[src/rtl/idwt_row_pair_feeder.sv]
`default_nettype none
// ============================================================================
// Module      : idwt_row_pair_feeder
// Description : Buffers the approximation half of a tile, then pairs each
//               detail row with its approximation row for the IDWT column
//               stage. Optional macro IDWT_FEED_HOLD_EN: hold last pair
//               while idle (otherwise idle outputs are 0).
// Revision    : 1.0 - initial release
// ============================================================================
module idwt_row_pair_feeder #(
    parameter int DATA_W    = 64,
    parameter int HALF_ROWS = 4,
    parameter int IDX_W     = $clog2(HALF_ROWS)
) (
    input  logic              clk,
    input  logic              rst_n,
    input  logic              tile_restart,
    input  logic              in_valid,
    output logic              in_ready,
    input  logic [DATA_W-1:0] in_data,
    output logic [DATA_W-1:0] pixel_out1,
    output logic [DATA_W-1:0] pixel_out2,
    output logic              out_valid,
    output logic [IDX_W-1:0]  out_row_idx,
    output logic              tile_done,
    output logic [15:0]       tile_count,
    output logic              busy
);

`ifdef IDWT_FEED_HOLD_EN
    localparam bit HOLD_EN = 1'b1;
`else
    localparam bit HOLD_EN = 1'b0;
`endif

    typedef enum logic [0:0] {
        S_FILL = 1'b0,
        S_PAIR = 1'b1
    } state_t;

    state_t             state_q, state_d;
    logic [IDX_W-1:0]   cnt_q, cnt_d;
    logic [DATA_W-1:0]  buf_q [HALF_ROWS];

    logic [DATA_W-1:0]  pix1_q, pix2_q;
    logic [IDX_W-1:0]   idx_q;
    logic               valid_q;
    logic               done_q;
    logic [15:0]        tile_count_q;

    logic               w_accept;
    logic               w_last;
    logic               w_pair_fire;

    assign in_ready    = ~tile_restart;
    assign w_accept    = in_valid & in_ready;
    assign w_last      = (cnt_q == IDX_W'(HALF_ROWS - 1));
    assign w_pair_fire = w_accept & (state_q == S_PAIR);

    // cnt wraps to 0 on its own at HALF_ROWS-1 because HALF_ROWS is a power of two
    always_comb begin
        state_d = state_q;
        cnt_d   = cnt_q;
        if (tile_restart) begin
            state_d = S_FILL;
            cnt_d   = '0;
        end else if (w_accept) begin
            cnt_d = cnt_q + 1'b1;
            if (w_last) begin
                state_d = (state_q == S_FILL) ? S_PAIR : S_FILL;
            end
        end
    end

    always_ff @(posedge clk or negedge rst_n) begin
        if (!rst_n) begin
            state_q <= S_FILL;
            cnt_q   <= '0;
        end else begin
            state_q <= state_d;
            cnt_q   <= cnt_d;
        end
    end

    // Data-only storage: no reset, stale rows are always overwritten before use
    always_ff @(posedge clk) begin
        if (w_accept && (state_q == S_FILL)) begin
            buf_q[cnt_q] <= in_data;
        end
    end

    always_ff @(posedge clk or negedge rst_n) begin
        if (!rst_n) begin
            pix1_q       <= '0;
            pix2_q       <= '0;
            idx_q        <= '0;
            valid_q      <= 1'b0;
            done_q       <= 1'b0;
            tile_count_q <= '0;
        end else begin
            valid_q <= w_pair_fire;
            done_q  <= w_pair_fire & w_last;
            if (w_pair_fire) begin
                pix1_q <= buf_q[cnt_q];
                pix2_q <= in_data;
                idx_q  <= cnt_q;
                if (w_last) begin
                    tile_count_q <= tile_count_q + 16'd1;
                end
            end else if (!HOLD_EN) begin
                pix1_q <= '0;
                pix2_q <= '0;
                idx_q  <= '0;
            end
        end
    end

    assign pixel_out1  = pix1_q;
    assign pixel_out2  = pix2_q;
    assign out_row_idx = idx_q;
    assign out_valid   = valid_q;
    assign tile_done   = done_q;
    assign tile_count  = tile_count_q;
    assign busy        = (state_q == S_PAIR);

endmodule
`default_nettype wire

[config.mk]
export PLATFORM = sky130hd
export DESIGN_NAME = idwt_row_pair_feeder
export DESIGN_NICKNAME = d
export VERILOG_FILES = /design/src/rtl/idwt_row_pair_feeder.sv
export SDC_FILE = /design/constraint.sdc
export NUM_CORES = 1
export LEC_CHECK = 0
export CAP_MARGIN = 10
export CORE_ASPECT_RATIO = 1.1
export CORE_MARGIN = 5
export CORE_UTILIZATION = 45
export CTS_CLUSTER_DIAMETER = 200
export DETAILED_ROUTE_END_ITERATION = 10
export GPL_TIMING_DRIVEN = 0
export MAX_ROUTING_LAYER = met4
export PLACE_DENSITY = 0.68
export SYNTH_ARGS = -nofsm -noshare
export SYNTH_HDL_FRONTEND = slang
export SYNTH_SLANG_ARGS = --single-unit
[constraint.sdc]
create_clock -name clk -period 4.12 [get_ports clk]
set_input_delay 0.824 -clock clk [delete_from_list [all_inputs] [get_ports clk]]
set_output_delay 0.824 -clock clk [all_outputs]
set_load 0.01 [all_outputs]
==> flow_results.org <==
** Outcome
- The run finished with clean final reports.

** Synth
- Synthesis inferred slightly above 400 register bits.
- In the synthesized netlist the dominant register cell turns out to be sky130_fd_sc_hd__edfxtp_1.
- The commonest cells after synthesis are 256 x sky130_fd_sc_hd__edfxtp_1, 151 x sky130_fd_sc_hd__dfrtp_1, 132 x sky130_fd_sc_hd__and2_1, 64 x sky130_fd_sc_hd__mux4_2, 16 x sky130_fd_sc_hd__clkbuf_1.
- The Yosys step of the flow raised 0 warnings.
- Of the post-synthesis cell area, the dominant cell type holds 0.535.
- Total nets after synthesis :: ~770
- After synthesis, the netlist uses 25 different library cells.
- In this run, synthesis inferred 256 flip-flops with an integrated enable.
- Averaged over all synthesized cells, the footprint is roughly 20 µm².
- Ranking of synthesized cells by area :: sky130_fd_sc_hd__edfxtp_1 54%, sky130_fd_sc_hd__dfrtp_1 26%, sky130_fd_sc_hd__mux4_2 10%
- In the synthesized netlist the async set-or-reset flop fraction comes to 0.371.
- Synth Instances :: 698
- The biggest area contributor in the post-synthesis netlist is sky130_fd_sc_hd__edfxtp_1.
- Of the synthesized area, sequential elements account for 0.798.
- The most common cell in the synthesized netlist is sky130_fd_sc_hd__edfxtp_1.
- Mapped cell area :: 0.0144 mm²

** Drt
- Average routed wire per standard cell :: around 20 µm
- Post-DRT Antenna Nets :: 0
- Summing over every cut layer, the via total after detailed routing is just under 7000.
- First-iteration detailed-routing DRC count :: about 380
- In the routed design, unresolved DRC markers number 0.
- DR vias/cell :: 4.92
- Detailed-routing iteration count for the pre-antenna-repair pass :: 4
- Wire length reported by the detailed router :: between 20000 and 30000 µm

** Clock network
- The H-tree generated during clock tree synthesis spans 2 levels.
- Post-CTS Repair Setup Buffers :: 0
- Buffers inserted to repair hold after CTS numbered 0.
- Clk buf depth :: 3
- Clock net sink count :: roughly 410
- The number of gates resized after CTS was 0.
- The number of clock buffers added by TritonCTS is 41.
- CTS placed an instance of sky130_fd_sc_hd__clkbuf_16 at the clock tree root.
- After clock tree synthesis, the clock-pin slew on the worst setup and hold paths is 60 ps.
- For the worst-skew pair, the clock arrives at the later sink with an insertion delay of 510 ps.
- TritonCTS built the clock tree.

** Place
- Once placement finished, the instance area stood at roughly 0.017 mm².
- Detailed Place HPWL :: between 15000 and 20000 µm
- Port Buffer Count :: around 220
- Weighted congestion reported at the end of routability-driven placement :: 0.734
- The number of placed instances, taps included, is 1339.
- Pre-CTS worst setup slack :: about 1100 ps

** Global route
- Antenna violations before repair :: 1
- Summed over all layers, the global routing overflow is 0.
- The first global-routing pass estimated roughly 44000 µm of wire.
- The via count of the first global-routing pass came to 7607.
- Entering global routing, the biggest net connects between 100 and 150 pins.
- Aggregate global-route resource usage :: 0.165

** Cells and area
- Finished layout cell area :: 0.0185 mm²
- Of the cells placed in the final design, the portion with a size suffix greater than 1 is 0.153.
- After the last flow step, the layout net total stands at a little over 1000.
- In the final layout, the multi-input gates occupy approximately 0.0027 mm².
- Combined flip-flop and latch cell area :: about 0.011 mm²
- Number of fillers in the final layout :: around 2400
- Post-layout instance count excluding filler cells :: 1413
- Fin util :: 0.588
- Layout-stage area growth over the synthesis result :: 28.8%

** STA
- Fin crit share :: 0.709
- Final worst path period need :: slightly below 3000 ps
- Summed over all failing endpoints, the final setup total negative slack is 0 ps.
- Setup repair after global routing left no endpoint under its margin.
- The final count of pins violating max slew came to 0.
- Number of failing hold endpoints at the final stage :: 0
- Final setup violation count :: 0
- Measured against its own limit, the worst slew margin works out to 0.523.
- Layout Skew :: 12.0 ps
- At the pin with the least slew margin, the transition time is 715 ps.
- Post-layout worst setup margin :: about 1200 ps
- Static timing analysis puts the maximum clock frequency at ~340 MHz.
- Worst hold margin :: about 190 ps

** Floorplanning
- The die is around 180 µm wide.
- Floorplan die height :: slightly below 200 µm
- Number of core rows :: 68
- Number of top-level pins :: ~220
- Starting density of the core :: 0.456
- Die Outline Area :: roughly 0.036 mm²
- The region available for standard cell placement spans between 0.03 and 0.04 mm².

** Worst setup path
- The worst setup path is of the input pin to output pin kind.
- Cell repeated most along the worst path :: sky130_fd_sc_hd__clkdlybuf4s50_1
- Data arrives at the worst endpoint at about 2100 ps.
- Required time worst endpoint :: ~3300 ps
- Cell-by-cell trace of the critical path :: clkdlybuf4s50_1, inv_1, clkdlybuf4s50_1
- On the worst path, the slowest cell contributes a delay of about 610 ps.
- Crit path capture type :: output pin
- Biggest fanout along the worst timing path :: 6
- The worst setup path is launched from an input pin.
- Crit path max-delay cell type :: sky130_fd_sc_hd__clkdlybuf4s50_1

** Power
- Power, Total :: approximately 8.4 mW
- IR analysis of the VDD net gives a maximum drop of 0.294 mV.
- Power density normalized to cell area :: between 400 and 500 mW/mm²
- Leakage power figure :: between 7 and 8 nW

** Job
- Across the run, the number of max-cap violations was 0.

** Min path
- Worst hold path class :: input pin to asynchronous set/reset pin
## final cells by class
| cell class | count | share of cell area |
|---|---|---|
| repair buffers | 221 | 0.125 |
| diodes | 1 | 0.000135 |
| flip-flops and latches | 407 | 0.620 |
| multi-input cells | 256 | 0.148 |
| clock inverters | 13 | 0.00771 |
| well taps | 420 | 0.0284 |
| inverters | 5 | 0.00101 |
| plain buffers | 30 | 0.00852 |
| clock buffers | 60 | 0.0625 |
## cell usage in the layout (no fill, tap or decap), types with 2 or more instances in the layout
master                            instances
sky130_fd_sc_hd__edfxtp_1               256
sky130_fd_sc_hd__clkdlybuf4s50_1        215
sky130_fd_sc_hd__dfrtp_1                151
sky130_fd_sc_hd__and2_1                 128
sky130_fd_sc_hd__mux4_2                  64
sky130_fd_sc_hd__clkbuf_16               41
sky130_fd_sc_hd__clkbuf_1                29
sky130_fd_sc_hd__buf_2                    9
sky130_fd_sc_hd__nand3_1                  9
sky130_fd_sc_hd__nor2_1                   9
sky130_fd_sc_hd__xnor2_1                  9
sky130_fd_sc_hd__nand2_1                  8
sky130_fd_sc_hd__xor2_1                   8
sky130_fd_sc_hd__clkbuf_8                 6
sky130_fd_sc_hd__inv_1                    5
sky130_fd_sc_hd__ha_1                     5
sky130_fd_sc_hd__clkinv_2                 5
sky130_fd_sc_hd__buf_16                   5
sky130_fd_sc_hd__buf_6                    4
sky130_fd_sc_hd__and2_4                   4
sky130_fd_sc_hd__clkinv_1                 3
sky130_fd_sc_hd__bufinv_16                3
sky130_fd_sc_hd__and3_1                   2
sky130_fd_sc_hd__nor3_2                   2
## power by group
group	switching (mW)	total (mW)	internal (mW)
clock	1.43	3.56	2.13
combinational	0.218	0.439	0.221
sequential	0.0168	4.45	4.43
## sequential cells by signal (all words and copies together) (netlist names)
signal / flops
cnt_q: 2
pixel_out1: 64
tile_count: 16
busy: 1
pixel_out2: 64
out_row_idx: 2
tile_done: 1
buf_q: 256
out_valid: 1
## per-layer routing
metal | routed length, µm | global-route usage | part of all wire | vias to the layer above
met5 | 0 | - | 0 | -
met4 | 456 | 0.0401 | 0.016 | 0
met3 | 1950 | 0.0462 | 0.068 | 40
met2 | 14100 | 0.270 | 0.50 | 205
met1 | 12000 | 0.209 | 0.42 | 3581
li1 | - | - | - | 3125
## cells by family after synthesis
kind of cell  Yosys count  synth area share
flops                 407             0.798
simple gates          168            0.0729
mux                    66             0.102
buf+inv                35            0.0123
xor+xnor               17            0.0104
fa+ha+maj               5           0.00436
## path summary, 6_finish.rpt
check | from | endpoint | slack (ps) | depth (start not counted)
max in group asynchronous | rst_n | pixel_out2[38]$_DFF_PN0_ | 3010 | 2
hold reg to reg | tile_count[15]$_DFFE_PN0P_ | tile_count[15]$_DFFE_PN0P_ | 470 | 1
setup / recovery | tile_restart | in_ready | 1200 | 3
hold / removal | rst_n | pixel_out2[13]$_DFF_PN0_ | 190 | 1
setup reg to reg | cnt_q[1]$_DFFE_PN0P_ | buf_q[0][32]$_DFFE_PP_ | 1820 | 6
min in group clk | tile_count[15]$_DFFE_PN0P_ | tile_count[15]$_DFFE_PN0P_ | 470 | 1
## worst max-delay path: cells and delay by family
| family | cells | cell delay [ps] |
|---|---|---|
| buf+inv | 3 | 1270 |
Note: power is estimated with default switching activity, not from simulation.
